`src/rtl/mips_pkg.sv`:
```
// Shared MIPS datapath definitions: multiply/divide op encodings and the
// multiply/divide unit state enum, reused by the controller and stall logic.
package mips_pkg;

    localparam logic [2:0] MD_MULT  = 3'b000;
    localparam logic [2:0] MD_MULTU = 3'b001;
    localparam logic [2:0] MD_DIV   = 3'b010;
    localparam logic [2:0] MD_DIVU  = 3'b011;
    localparam logic [2:0] MD_MTHI  = 3'b100;
    localparam logic [2:0] MD_MTLO  = 3'b101;

    typedef enum logic [1:0] {
        IDLE = 2'd0,
        CALC = 2'd1,
        SIGN = 2'd2
    } md_state_t;

endpackage

```
`src/rtl/mult_div_unit.sv`:
```
// Iterative 32-iteration shift-add multiplier / restoring divider holding the
// architectural HI/LO registers.
module mult_div_unit
    import mips_pkg::*;
#(
    parameter int WIDTH = 32
) (
    input  logic             clk,
    input  logic             reset,
    input  logic             start,
    input  logic [2:0]       op,
    input  logic [WIDTH-1:0] operand_a,
    input  logic [WIDTH-1:0] operand_b,
    output logic             busy,
    output logic             done,
    output logic             div_by_zero,
    output logic [WIDTH-1:0] hi,
    output logic [WIDTH-1:0] lo,
    output md_state_t        dbg_state
);

    // Handshake: start is a single-cycle request honoured only when the state is
    // IDLE (including the cycle done is high); busy covers the iterative work and
    // done is a one-cycle completion pulse, with div_by_zero qualified by done.

    md_state_t          state;
    logic               is_mul;
    logic               sign_a;
    logic               sign_b;
    logic               dz_pending;
    logic               fix_done;
    logic [4:0]         cnt;
    logic [WIDTH-1:0]   mag_a;
    logic [WIDTH-1:0]   mag_b;
    logic [2*WIDTH-1:0] acc;

    logic               op_is_div;
    logic               op_signed;
    logic               a_neg;
    logic               b_neg;
    logic [WIDTH:0]     add_x;
    logic [WIDTH:0]     add_y;
    logic               add_cin;
    logic [WIDTH+1:0]   sum;
    logic               rem_ge;
    logic [WIDTH-1:0]   q_fix;
    logic [WIDTH-1:0]   r_fix;

    assign op_is_div = (op == MD_DIV) || (op == MD_DIVU);
    assign op_signed = (op == MD_MULT) || (op == MD_DIV);
    assign a_neg     = op_signed & operand_a[WIDTH-1];
    assign b_neg     = op_signed & operand_b[WIDTH-1];
    assign dbg_state = state;

    // One 33-bit adder: multiply adds the gated multiplicand into the upper
    // half, divide subtracts the divisor from the shifted partial remainder.
    always_comb begin
        add_x   = '0;
        add_y   = '0;
        add_cin = 1'b0;
        if (is_mul) begin
            add_x = {1'b0, acc[2*WIDTH-1:WIDTH]};
            add_y = mag_b[0] ? {1'b0, mag_a} : '0;
        end else begin
            add_x   = {acc[2*WIDTH-1:WIDTH], mag_a[WIDTH-1]};
            add_y   = ~{1'b0, mag_b};
            add_cin = 1'b1;
        end
        sum = {1'b0, add_x} + {1'b0, add_y} + {{(WIDTH+1){1'b0}}, add_cin};
    end

    assign rem_ge = sum[WIDTH+1];
    assign q_fix  = (sign_a ^ sign_b) ? -acc[WIDTH-1:0] : acc[WIDTH-1:0];
    assign r_fix  = sign_a ? -acc[2*WIDTH-1:WIDTH] : acc[2*WIDTH-1:WIDTH];

    always_ff @(posedge clk or negedge reset) begin
        if (!reset) begin
            state       <= IDLE;
            is_mul      <= 1'b0;
            sign_a      <= 1'b0;
            sign_b      <= 1'b0;
            dz_pending  <= 1'b0;
            fix_done    <= 1'b0;
            cnt         <= '0;
            mag_a       <= '0;
            mag_b       <= '0;
            acc         <= '0;
            busy        <= 1'b0;
            done        <= 1'b0;
            div_by_zero <= 1'b0;
            hi          <= '0;
            lo          <= '0;
        end else begin
            done        <= 1'b0;
            div_by_zero <= 1'b0;
            case (state)
                IDLE: begin
                    if (start) begin
                        if (op == MD_MTHI) begin
                            hi <= operand_a;
                        end else if (op == MD_MTLO) begin
                            lo <= operand_a;
                        end else if (!op[2]) begin
                            is_mul   <= !op_is_div;
                            sign_a   <= a_neg;
                            sign_b   <= b_neg;
                            mag_a    <= a_neg ? -operand_a : operand_a;
                            mag_b    <= b_neg ? -operand_b : operand_b;
                            acc      <= '0;
                            cnt      <= 5'd31;
                            fix_done <= 1'b0;
                            // A zero divisor bypasses CALC and reports from SIGN.
                            if (op_is_div && (operand_b == '0)) begin
                                dz_pending <= 1'b1;
                                state      <= SIGN;
                            end else begin
                                dz_pending <= 1'b0;
                                state      <= CALC;
                            end
                        end
                    end
                end
                CALC: begin
                    busy <= 1'b1;
                    if (is_mul) begin
                        acc   <= {sum[WIDTH:0], acc[WIDTH-1:1]};
                        mag_b <= mag_b >> 1;
                    end else begin
                        acc[2*WIDTH-1:WIDTH] <= rem_ge ? sum[WIDTH-1:0] : add_x[WIDTH-1:0];
                        acc[WIDTH-1:0]       <= {acc[WIDTH-2:0], rem_ge};
                        mag_a                <= mag_a << 1;
                    end
                    cnt <= cnt - 5'd1;
                    if (cnt == '0) begin
                        state <= SIGN;
                    end
                end
                SIGN: begin
                    if (dz_pending) begin
                        done        <= 1'b1;
                        div_by_zero <= 1'b1;
                        dz_pending  <= 1'b0;
                        state       <= IDLE;
                    end else if (!fix_done) begin
                        // Sign correction is registered first to keep it off the HI/LO write path.
                        acc      <= is_mul ? ((sign_a ^ sign_b) ? -acc : acc) : {r_fix, q_fix};
                        fix_done <= 1'b1;
                    end else begin
                        hi    <= acc[2*WIDTH-1:WIDTH];
                        lo    <= acc[WIDTH-1:0];
                        done  <= 1'b1;
                        busy  <= 1'b0;
                        state <= IDLE;
                    end
                end
                default: state <= IDLE;
            endcase
        end
    end

endmodule

```
`config.mk`:
```
export PLATFORM = sky130hd
export DESIGN_NAME = mult_div_unit
export DESIGN_NICKNAME = d
export VERILOG_FILES = /design/src/rtl/mips_pkg.sv /design/src/rtl/mult_div_unit.sv
export SDC_FILE = /design/constraint.sdc
export NUM_CORES = 1
export LEC_CHECK = 0
export ABC_AREA = 0
export CAP_MARGIN = 20
export CORE_MARGIN = 2
export CORE_UTILIZATION = 59
export CTS_CLUSTER_DIAMETER = 80
export DETAILED_ROUTE_END_ITERATION = 12
export PLACE_DENSITY = 0.87
export REMOVE_ABC_BUFFERS = 1
export SLEW_MARGIN = 10
export SYNTH_ARGS = -nofsm -noshare
export SYNTH_HDL_FRONTEND = slang
export SYNTH_SLANG_ARGS = --single-unit
```
`constraint.sdc`:
```
create_clock -name clk -period 5 [get_ports clk]
set_input_delay 0.75 -clock clk [delete_from_list [all_inputs] [get_ports clk]]
set_output_delay 0.75 -clock clk [all_outputs]
set_load 0.02 [all_outputs]
```
Yosys cells after proc, flatten, opt, wreduce, memory -nomap -nowiden
Index checks and enable logic that the tools add are counted.
{"block": "word_totals", "mem_bits_rw": 0, "mem_bits_ro": 0, "elab_cells": 153, "out_inout_bits": 69, "ff_bits": 207, "n_memories": 0, "latchBits": 0}
{"block": "classes", "div": 0, "mul": 0, "addsub": 8, "shift": 0, "n_eq_ne": 22, "mux": 76, "magnitude_cmp": 0, "n_bitwise": 7, "n_reduce_logical": 24}
{"cell": "$mux 32", "count": 25}
{"cell": "$mux 64", "count": 9}
{"cell": "$pmux 32 s2", "count": 4}
{"cell": "$pmux 64 s3", "count": 1}
{"cell": "$neg 32->32", "count": 4}
{"cell": "$mux 33", "count": 2}
{"cell": "$neg 64->64", "count": 1}
{"cell": "$add 33x33->34", "count": 1}
{"cell": "$add 34x1->34", "count": 1}
{"cell": "$not 32->33", "count": 1}
{"cell": "$logic_not 32->1", "count": 1}
{"cell": "$reduce_and 6->1", "count": 5}
{"cell": "$ne 2x2->1 const B", "count": 13}
{"cell": "$mux 5", "count": 4}
{"cell": "$reduce_and 5->1", "count": 4}
{"cell": "$mux 1", "count": 18}
{"cell": "$mux 2", "count": 8}
{"cell": "$pmux 5 s2", "count": 1}
{"cell": "$ne 3x3->1 const B", "count": 3}
{"cell": "$reduce_and 9->1", "count": 1}
{"cell": "$reduce_and 8->1", "count": 1}
{"cell": "$eq 3x2->1 const B", "count": 2}
{"cell": "$eq 3x3->1 const B", "count": 2}
{"cell": "$pmux 1 s2", "count": 3}
{"cell": "16 further kinds", "count": 22}

Longest topological paths before layout
{"block": "depth", "ltp_word": 9, "mapped_depth": 19, "depth_no_buf": 15}

Worst setup path after synthesis
Ideal clock, no wire load.
{"block": "synth_path", "path_kind": "reg-to-reg", "startpoint": "register is_mul", "endpoint": "register acc[60]", "arrival_time_ns": 4.308, "synth_period_minus_slack_ns": 4.436, "path_stages_with_launch": 16, "path_slack_ns": 0.564, "cell_sequence": "dfrtp_1 -> buf_1 -> buf_1 -> buf_1 -> mux2_2 -> ha_1 -> clkbuf_1 -> nand4_1 -> or4_1 -> nand3_1 -> o2111a_1 -> or2_2 -> clkbuf_1 -> buf_1 -> mux2i_1 -> o22ai_1"}
{"block": "synth_via", "elab_chain_len": 6, "word_cells_on_any_way": 14, "cone_classes": "2 x add/sub; 2 x eq/ne; 9 x mux; 1 x reduce/logical"}
{"item": "start: declaration", "line_no": "mult_div_unit.sv:27", "source": "logic is_mul;"}
{"item": "start signal: assignment", "line_no": "mult_div_unit.sv:104", "source": "is_mul <= !op_is_div;"}
{"item": "$mux 33", "line_no": "mult_div_unit.sv:61", "source": "if (is_mul) begin"}
{"item": "$add 33x33->34", "line_no": "mult_div_unit.sv:69", "source": "sum = {1'b0, add_x} + {1'b0, add_y} + {{(WIDTH+1){1'b0}}, add_cin};"}
{"item": "$add 34x1->34", "line_no": "mult_div_unit.sv:69"}
{"item": "$mux 32", "line_no": "mult_div_unit.sv:129", "source": "acc[2*WIDTH-1:WIDTH] <= rem_ge ? sum[WIDTH-1:0] : add_x[WIDTH-1:0];"}
{"item": "$mux 64", "line_no": "mult_div_unit.sv:125", "source": "if (is_mul) begin"}
{"item": "$pmux 64 s3", "line_no": "mult_div_unit.sv:96", "source": "case (state)"}
{"item": "end signal: assignment", "line_no": "mult_div_unit.sv:126", "source": "acc <= {sum[WIDTH:0], acc[WIDTH-1:1]};"}
{"item": "end signal: indexed assignment", "line_no": "mult_div_unit.sv:129"}
{"item": "end signal: indexed assignment", "line_no": "mult_div_unit.sv:130", "source": "acc[WIDTH-1:0] <= {acc[WIDTH-2:0], rem_ge};"}
{"item": "end: declaration", "line_no": "mult_div_unit.sv:35", "source": "logic [2*WIDTH-1:0] acc;"}
Parallel ways exist; a longest one is shown, timed or not. The select of a mux whose other input is x is not followed.
A chain may end at the register's enable or synchronous reset.

Worst setup path after layout
{"block": "layout_path", "startpoint": "register is_mul", "endpoint": "register acc[32]"}
The elaborated chain is that of the path after synthesis.

==> flow_results.org <==
** Worst setup path
- At the worst endpoint, the arrival time is around 4700 ps.
- Crit path launch type :: flip-flop
- FF-to-FF setup slack :: a little under 700 ps
- The worst setup path is of the flip-flop to flip-flop kind.
- Highest fanout seen on the critical path :: 113
- Launching point of the worst reg2reg path :: is_mul$_DFFE_PN0P_
- STA puts the critical path data required time at roughly 5400 ps.
- STA classifies the critical path endpoint as a flip-flop.
- Number of cell instances on the worst register-to-register path :: 12
- The endpoint identified for the worst register-to-register timing path is acc[32]$_DFFE_PN0P_.

** Final layout
- Footprint of the flip-flops and latches :: just over 0.005 mm²
- Fill count :: about 2100
- The net count of the finished layout is 2100.
- Number of standard cells in the layout, taps in and fillers out :: ~2300
- The number of antenna diodes in the final layout is 0.
- Relative to the synthesized area, the layout overhead comes to 15.0%.
- Area of combinational cells with multiple inputs :: 0.00954 mm²
- In the layout the commonest cells are 274 x a21oi_1, 208 x nand2_1, 206 x dfrtp_1.
- Of the cells placed in the final design, the portion with a size suffix greater than 1 is 0.0679.
- Leaving out fill and tap cells, the most frequent cell in the layout is a21oi_1.

** STA
- Worst slew margin :: 0.353
- Unrepaired setup endpoints after global routing :: false
- Layout Skew :: 12.9 ps
- Fin crit period :: between 4000 and 5000 ps
- The final hold violation count is 0.
- For the pin with the worst max-slew slack, the measured transition is ~970 ps.
- After layout, the worst setup slack is between 600 and 700 ps.
- Derived from the worst setup path, the maximum achievable clock frequency is 232 MHz.
- Final max-slew violation count :: 0
- On the final layout, the worst hold slack is 300 ps.
- Final Cycle Share :: 0.863
- # setup viols final :: 0

** Routing
- After detailed routing, the number of vias per cell comes to between 6 and 7.
- Number of vias in the routed layout :: between 15000 and 20000
- Wire per inst :: 20.2 µm
- Routed wire length :: roughly 47000 µm
- In this run the remaining antenna-violating nets after routing total 0.
- For this block, the initial DRC count from the detailed router was approximately 1800.
- Total iterations of the first detailed-routing run :: 6
- Count of unresolved DRC violations after routing :: 0

** Placed design
- Total placed cells including tap cells :: 2297
- The count of buffers added on input and output ports is about 140.
- Placed wire-length estimate :: 34000 µm
- Before CTS, the worst setup slack after placement is around 760 ps.
- Placer's final routability congestion estimate :: a little under 1

** CTS
- TritonCTS sink count :: 207
- TritonCTS created 22 clock buffers.
- In this run the post-CTS setup repair buffer count came out at 0.
- CTS clk-pin slew, worst paths :: roughly 70 ps
- For this design, the CTS-stage hold fixing added 0 buffers.
- In this run the number of H-tree levels came out at 1.
- The number of gates resized after CTS was 0.
- TritonCTS built the clock tree.
- The cell sitting at the root of the clock tree is a clkbuf_16.
- The longest clock path from root to sink contains 3 buffers.
- For the worst-skew pair, the clock arrives at the later sink with an insertion delay of 520 ps.

** GRT
- Entering global routing, the biggest net connects 114 pins.
- The number of antenna violations at the first check in global routing came to 1.
- The first global-routing pass estimated between 70000 and 80000 µm of wire.
- Total global routing overflow :: 0
- Number of global-route vias before repair :: between 10000 and 15000
- For this run, the total global-route usage over all layers was measured as 0.339.

** Pwr
- In this run the static leakage power is a little over 7 nW.
- VDD IR max :: slightly above 500 µV
- Dividing total power by cell area gives a power density of a little over 800 mW/mm².

** Logic synthesis
- Of the synthesized area, sequential elements account for 0.337.
- Post-synthesis async set-or-reset flop share :: 1.00
- Number of distinct library cell variants in the gate-level netlist after synthesis :: around 90
- Area share of the largest cell type after synthesis :: 0.337
- Synthesis handed over a netlist of roughly 1900 instances.
- Warning count from the yosys run :: 0
- Number of synthesized flops with an enable pin :: 0
- The mapped netlist covers 0.0154 mm².
- In this run the mean area of a mapped cell was a little under 8 µm².
- Synth area leader :: dfrtp_1
- Count of state elements after synthesis :: approximately 210
- Synth Flop Type :: dfrtp_1
- By area the synthesized netlist is led by dfrtp_1 34%, a21oi_1 9.0%, o21ai_0 6.3%.

** Floorplanning
- Die span in y :: 165 µm
- During I/O placement, the number of pins put on the boundary was around 140.
- Overall die width :: 165 µm
- The initial utilization of the core area, before any placement, comes to 0.595.
- Cell row count :: about 60
- The region available for standard cell placement spans between 0.02 and 0.03 mm².
- The floorplan step defined a die boundary enclosing approximately 0.027 mm².

** Run
- Number of max-cap violations :: 0

** Status
- The run finished with clean final reports.

** Worst hold path
- Classification of the worst-slack hold path :: input port to async pin
layout make-up:
class,count,share of cell area
clock buffers,26,0.0343
clock inverters,14,0.00949
inverters,37,0.00786
multi-input cells,1553,0.540
flip-flops and latches,207,0.293
well taps,335,0.0237
repair buffers,165,0.0913
critical path: stages, from the launching register on:
cell and delay [ps]:
dfrtp_4 420, buf_12 480, mux2_2 420, ha_1 390, a21oi_1 360, o211ai_1 140
a21boi_0 180, nand3_1 220, o2111a_1 320, nor2_1 460, mux2_2 410, a221oi_1 280
nor2_1 80
per-stage QoR:
stage | power, W | util | setup TNS [ps] | cell area, µm²
2_1_floorplan | 0.00975 | - | -204220 | 14800
3_3_place_gp | 0.0124 | 0.654 | 0 | 16900
3_5_place_dp | 0.0126 | 0.654 | 0 | 16900
4_1_cts | 0.0144 | 0.684 | 0 | 17700
5_1_grt | 0.0156 | 0.684 | 0 | 17700
6_report | 0.0146 | 0.684 | 0 | 17700
worst max path at each step:
stage	start	end	slack, ps	cells past startpoint
2_1_floorplan	dbg_state[0]$_DFFE_PN0P_	acc[11]$_DFFE_PN0P_	-3290	8
3_3_place_gp	is_mul$_DFFE_PN0P_	acc[42]$_DFFE_PN0P_	830	13
3_5_place_dp	is_mul$_DFFE_PN0P_	acc[32]$_DFFE_PN0P_	760	12
4_1_cts	is_mul$_DFFE_PN0P_	acc[32]$_DFFE_PN0P_	760	12
5_1_grt	is_mul$_DFFE_PN0P_	acc[42]$_DFFE_PN0P_	450	13
6_report	is_mul$_DFFE_PN0P_	acc[32]$_DFFE_PN0P_	680	12
per-layer routing:
metal  global-route usage  part of all wire  vias up
met3               0.0604              0.10      122
li1                     -                 -     7089
met5                    0                 0        -
met2                0.541              0.46      841
met4                0.139             0.034        0
met1                0.456              0.41     7280
synthesized netlist by cell type, types with 32 or more instances:
cell type,number
xor2_1,52
xnor2_1,42
o21ai_0,192
clkbuf_1,121
dfrtp_1,207
nand2_1,208
mux2i_1,69
nor2_1,199
nor3_1,55
mux2_2,32
inv_1,37
ha_1,42
nor2b_1,34
a21oi_1,276
report_power, final:
| group | switching, W | internal, W | leakage, nW |
|---|---|---|---|
| logic | 0.00599 | 0.00375 | 4.33 |
| registers | 0.000750 | 0.00238 | 2.57 |
| clock network | 0.000729 | 0.00103 | 0.374 |
kinds of logic (layout without fill, tap and decap cells):
logic type | Yosys count | in the layout | synth area share
buffers and inverters | 186 | 242 | 0.0468
XOR/XNOR | 95 | 95 | 0.0546
flip-flops | 207 | 207 | 0.337
AND/OR/NAND/NOR | 653 | 653 | 0.205
multiplexers | 101 | 101 | 0.0684
AO/OA/AOI/OAI | 660 | 660 | 0.251
adder cells (fa/ha/maj) | 44 | 44 | 0.0368
state kept, by name, summed over array words and instances, names as in the netlist, 2 cells and up:
register / flops
hi: 32
acc: 64
dbg_state: 2
mag_b: 32
cnt: 5
lo: 32
mag_a: 32
(Power assumes the default switching activity.)
